===== src/rtl/bit_deserializer_if.sv =====
// Bus between a serial bit source and the bit deserializer.
interface bit_deserializer_if #(
  parameter int unsigned WIDTH = 8
) ();
  logic             din;
  logic             din_en;
  logic [WIDTH-1:0] dout;
  logic             dout_valid;
  logic             busy;
  logic             frame_err;

  // Bit source side
  modport master (
    output din, din_en,
    input  dout, dout_valid, busy, frame_err
  );

  // Deserializer side
  modport slave (
    input  din, din_en,
    output dout, dout_valid, busy, frame_err
  );
endinterface


===== src/rtl/bit_deserializer.sv =====
// Frames a strobed serial bit stream (start=0, WIDTH data bits LSB first, stop=1)
// into parallel words. All outputs are registered.
module bit_deserializer #(
  parameter int unsigned WIDTH = 8,
  parameter int unsigned CNT_W = 4
) (
  input logic               clk,
  input logic               rst,
  bit_deserializer_if.slave bus
);

  typedef enum logic [1:0] {StIdle, StData, StStop} state_e;

  state_e           state_q, state_d;
  logic [CNT_W-1:0] cnt_q, cnt_d;
  logic [WIDTH-1:0] shift_q, shift_d;
  logic [WIDTH-1:0] dout_q, dout_d;
  logic             valid_q, valid_d;
  logic             err_q, err_d;
  logic             busy_q, busy_d;

  // Next-state: everything holds unless a strobed bit arrives; pulses default low.
  always_comb begin
    state_d = state_q;
    cnt_d   = cnt_q;
    shift_d = shift_q;
    dout_d  = dout_q;
    valid_d = 1'b0;
    err_d   = 1'b0;
    if (bus.din_en) begin
      unique case (state_q)
        StIdle: begin
          if (!bus.din) begin
            state_d = StData;
            cnt_d   = '0;
          end
        end
        StData: begin
          // Right shift with new bit at MSB leaves the first data bit in bit 0.
          shift_d = {bus.din, shift_q[WIDTH-1:1]};
          cnt_d   = cnt_q + CNT_W'(1);
          if (cnt_q == CNT_W'(WIDTH - 1)) begin
            state_d = StStop;
          end
        end
        StStop: begin
          // A 0 here is a framing error, never a new start bit.
          if (bus.din) begin
            dout_d  = shift_q;
            valid_d = 1'b1;
          end else begin
            err_d = 1'b1;
          end
          state_d = StIdle;
        end
        default: state_d = StIdle;
      endcase
    end
    busy_d = (state_d != StIdle);
  end

  // State and output registers with synchronous reset taking priority.
  always_ff @(posedge clk) begin
    if (rst) begin
      state_q <= StIdle;
      cnt_q   <= '0;
      shift_q <= '0;
      dout_q  <= '0;
      valid_q <= 1'b0;
      err_q   <= 1'b0;
      busy_q  <= 1'b0;
    end else begin
      state_q <= state_d;
      cnt_q   <= cnt_d;
      shift_q <= shift_d;
      dout_q  <= dout_d;
      valid_q <= valid_d;
      err_q   <= err_d;
      busy_q  <= busy_d;
    end
  end

  assign bus.dout       = dout_q;
  assign bus.dout_valid = valid_q;
  assign bus.frame_err  = err_q;
  assign bus.busy       = busy_q;

endmodule


===== src/flat_wrapper.sv =====
// flat-port wrapper written by rule: the top's interface ports become plain ports
module bit_deserializer_flat 
#(
  parameter int unsigned WIDTH = 8,
  parameter int unsigned CNT_W = 4
)
  (clk, rst, bus_din, bus_din_en, bus_dout, bus_dout_valid, bus_busy, bus_frame_err);
  bit_deserializer_if #(.WIDTH(WIDTH)) bus_i ();
  input logic clk;
  input logic rst;
  input wire logic [$bits(bus_i.din)-1:0] bus_din;
  input wire logic [$bits(bus_i.din_en)-1:0] bus_din_en;
  output wire logic [$bits(bus_i.dout)-1:0] bus_dout;
  output wire logic [$bits(bus_i.dout_valid)-1:0] bus_dout_valid;
  output wire logic [$bits(bus_i.busy)-1:0] bus_busy;
  output wire logic [$bits(bus_i.frame_err)-1:0] bus_frame_err;
  assign bus_i.din = bus_din;
  assign bus_i.din_en = bus_din_en;
  assign bus_dout = bus_i.dout;
  assign bus_dout_valid = bus_i.dout_valid;
  assign bus_busy = bus_i.busy;
  assign bus_frame_err = bus_i.frame_err;
  bit_deserializer #(.WIDTH(WIDTH), .CNT_W(CNT_W)) u_core (.clk(clk), .rst(rst), .bus(bus_i));
endmodule

===== config.mk =====
export PLATFORM = sky130hd
export DESIGN_NAME = bit_deserializer_flat
export DESIGN_NICKNAME = d
export VERILOG_FILES = /design/src/rtl/bit_deserializer_if.sv /design/src/rtl/bit_deserializer.sv /design/src/flat_wrapper.sv
export SDC_FILE = /design/constraint.sdc
export NUM_CORES = 1
export LEC_CHECK = 0
export ABC_AREA = 0
export CORE_AREA = 4 4 63 65
export CTS_CLUSTER_SIZE = 24
export DETAILED_ROUTE_END_ITERATION = 8
export DIE_AREA = 0 0 67 69
export GPL_ROUTABILITY_DRIVEN = 0
export MAX_ROUTING_LAYER = met4
export SLEW_MARGIN = 20
export SYNTH_ARGS = -nofsm -noshare
export SYNTH_HDL_FRONTEND = slang
export SYNTH_SLANG_ARGS = --single-unit

===== constraint.sdc =====
create_clock -name clk -period 3.5 [get_ports clk]
set_input_delay 0.525 -clock clk [delete_from_list [all_inputs] [get_ports clk]]
set_output_delay 0.525 -clock clk [all_outputs]
set_load 0.05 [all_outputs]

==> flow_metrics.py <==
metrics = {
    "outcome": {
        "status": "complete, no violations",
    },
    "global_route": {
        "grt_max_degree": 26,
        "antenna_found_initial": 0,
        "grt_pass1_wl_mm": 3.408,
        "overflow": 0,
        "grt_pass1_vias": 726,
        "grt_use_total": 0.09681,
    },
    "cells_and_area": {
        "area_delta_synth_final_pct": 19.39,
        "register_area_um2": 500.5,
        "multiInputGateArea_um2": 435.4,
        "layout.nets": 132,
        "antenna_cells": 0,
        "drive_above_1_share": 0.03968,
        "fillerInstances": 373,
    },
    "worst_setup_path": {
        "critical_path.startpoint": "bus_din_en",
        "path_max_fanout": 11,
        "regToRegSetupSlack_ns": 1.88,
        "end_kind": "flop",
        "start_kind": "input port",
        "slowest_delay_ns": 0.65,
        "cp_top_family": "buffers and inverters",
        "worstPathArrival_ns": 2.27,
        "reg2reg_depth": 3,
        "crit_path_cell_trace": "clkdlybuf4s50_1, nor2b_1, a31oi_1, a311oi_1",
        "crit_type": "in -> reg",
        "required_ns": 3.73,
        "r2r_end": "u_core.cnt_q[3]",
        "slowest_stage": "clkdlybuf4s50_1",
        "cp_num_buf_inv": 1,
        "rr_startpoint": "u_core.state_q[0]",
    },
    "clocking": {
        "root_buffer": "clkbuf_4",
        "clock_sinks": 25,
        "cts_tree": "done",
        "ctsLongestPathBuffers": 2,
        "cts_hold_buf": 0,
        "cts_setup_buffers": 0,
        "postCtsResizedCells": 0,
        "h-tree-depth": 1,
        "clk_pin_slew_ns": 0.14,
        "cts_buffers": 3,
        "clk-insertion-delay-late_ns": 0.33,
    },
    "run": {
        "drv_cap": 0,
    },
    "timing": {
        "fin_skew_ns": 0.01220,
        "hold_slack_ns": 0.4633,
        "layout_setup_ws_ns": 1.464,
        "slew_viol_final": 0,
        "min_period_ns": 2.036,
        "setup_tns_ns": 0,
        "rsz0062_at_grt": "false",
        "slew_headroom": 0.4144,
        "period_share": 0.5817,
        "hold_violations": 0,
        "worstMarginPinSlew_ns": 0.8756,
        "setup_viol": 0,
        "fmax_mhz": 491.2,
    },
    "power": {
        "cellPowerDensity_mw_per_mm2": 385.1,
        "sequentialPowerShare": 0.647,
        "p_leak_nw": 0.3723,
        "pwr-share-clk": 0.292,
        "swShare": 0.2437,
        "p_switching_mw": 0.1099,
        "internal_power_mw": 0.3411,
        "comb_power_share": 0.061,
        "vdd.ir_drop.worst_uv": 249.6,
    },
    "die": {
        "start_util": 0.2940,
        "die_w_um": 67,
        "dieArea_mm2": 0.004623,
        "io_pins": 15,
        "fp.coreArea_mm2": 0.003337,
        "die_y_um": 69,
        "rows": 21,
    },
    "drt": {
        "drtIter0Drc": 33,
        "drt_wl_total_mm": 1.878,
        "via_count": 802,
        "wire_per_inst_um": 10.92,
        "drt_first_pass_iters": 4,
        "viasPerCell": 4.663,
        "drc": 0,
        "ant_nets": 0,
    },
    "logic_synthesis": {
        "syn_area_um2": 980.9,
        "synth-edff-count": 0,
        "syn_inst": 116,
        "ys_warn_count": 0,
        "avgSynthCellArea_um2": 8.456,
        "yosys_most_used_dff": "dfxtp_1",
        "ys_async_sr_fraction": 0,
        "ys_seq_area_frac": 0.5102,
        "yosysUniqueCellTypes": 29,
        "ys_ff_latch": 25,
        "synthesis.nets": 121,
    },
    "place": {
        "hpwl_mm": 1.308,
        "place_ws_ns": 1.165,
        "portBuffers": 14,
    },
    "min_path": {
        "hp-class": "reg -> reg",
        "hold_end": "u_core.bus.dout[2]",
        "hold_depth": 2,
        "min_from": "u_core.bus.dout[2]",
    },
}
==> cells in the final DEF, fill, tap and decap left out, types with 2 or more instances in the layout <==
| cell type | n |
|---|---|
| a21oi_1 | 18 |
| nor2b_1 | 2 |
| nor2_1 | 4 |
| nand2b_1 | 4 |
| a31oi_1 | 2 |
| nand2_1 | 24 |
| clkbuf_4 | 3 |
| nand3_1 | 10 |
| clkdlybuf4s50_1 | 14 |
| dfxtp_1 | 25 |
| inv_1 | 2 |
| nand4b_1 | 2 |
| o21ai_0 | 2 |
==> flip-flops by register name (all words and copies together), names as in the netlist <==
signal and cells:
u_core.bus.busy 1, u_core.bus.dout_valid 1, u_core.shift_q 8, u_core.state_q 2, u_core.bus.frame_err 1, u_core.bus.dout 8
u_core.cnt_q 4
==> per-stage QoR <==
step	std cells	power (mW)	utilization	instance area, um^2
6_report	172	0.4510	0.3510	1171
5_1_grt	172	0.4731	0.3510	1171
4_1_cts	172	0.4598	0.3510	1171
3_5_place_dp	168	0.3258	0.3420	1141
3_3_place_gp	168	0.3253	0.3420	1141
2_1_floorplan	116	0.3184	-	980.9
==> logic make-up after synthesis <==
logic type      share of synthesized area
simple gates                       0.2653
compound gates                     0.1556
flops                              0.5102
buf+inv                           0.04592
mux                               0.01020
fa+ha+maj                         0.01275
==> layer usage <==
| metal | routed length (um) | track usage | vias to the layer above |
|---|---|---|---|
| met5 | 0 | - | - |
| met4 | 23 | 0.03378 | 0 |
| met3 | 117 | 0.03571 | 2 |
| met2 | 833 | 0.1266 | 22 |
| met1 | 904 | 0.1351 | 360 |
| li1 | - | - | 418 |
==> worst min-delay path: stages, from the launching register on <==
cell	delay [ns]
dfxtp_1	0.34
nand2_1	0.05
a21oi_1	0.05
==> worst max-delay path by stage <==
stage | end | slack (ns) | cells past startpoint
after global routing | u_core.cnt_q[2] | 1.30 | 4
after global placement | u_core.cnt_q[2] | 1.24 | 4
after CTS | bus_dout[0] | 1.46 | 1
final | u_core.cnt_q[2] | 1.46 | 4
after detailed placement | u_core.cnt_q[2] | 1.16 | 4
after floorplan | u_core.cnt_q[3] | 2.11 | 4
==> cells in the mapped netlist (2+ instances only) <==
cell type	n	share of area
a21oi_1	18	0.092
a31oi_1	2	0.013
buf_2	2	0.010
clkbuf_1	3	0.011
dfxtp_1	25	0.51
inv_1	2	0.0077
nand2_1	24	0.092
nand2b_1	4	0.026
nand3_1	10	0.051
nand4b_1	2	0.018
nor2_1	4	0.015
nor2b_1	2	0.013
o21ai_0	2	0.010
==> power by group through the flow <==
stage	Clock (mW)	Combinational, mW	Sequential, mW
4_1_cts	0.140	0.0278	0.292
3_5_place_dp	0	0.0276	0.298
2_1_floorplan	0	0.0210	0.297
3_3_place_gp	0	0.0271	0.298
5_1_grt	0.149	0.0311	0.293
6_report	0.131	0.0276	0.292
==> final cells by class <==
cell class,count,share of cell area
flip-flops and latches,25,0.4274
multi-input cells,81,0.3718
repair buffers,14,0.1197
well taps,46,0.04915
clock buffers,3,0.01923
clock inverters,1,0.006410
inverters,2,0.006410
No activity file was read; power rests on OpenSTA's default activity.
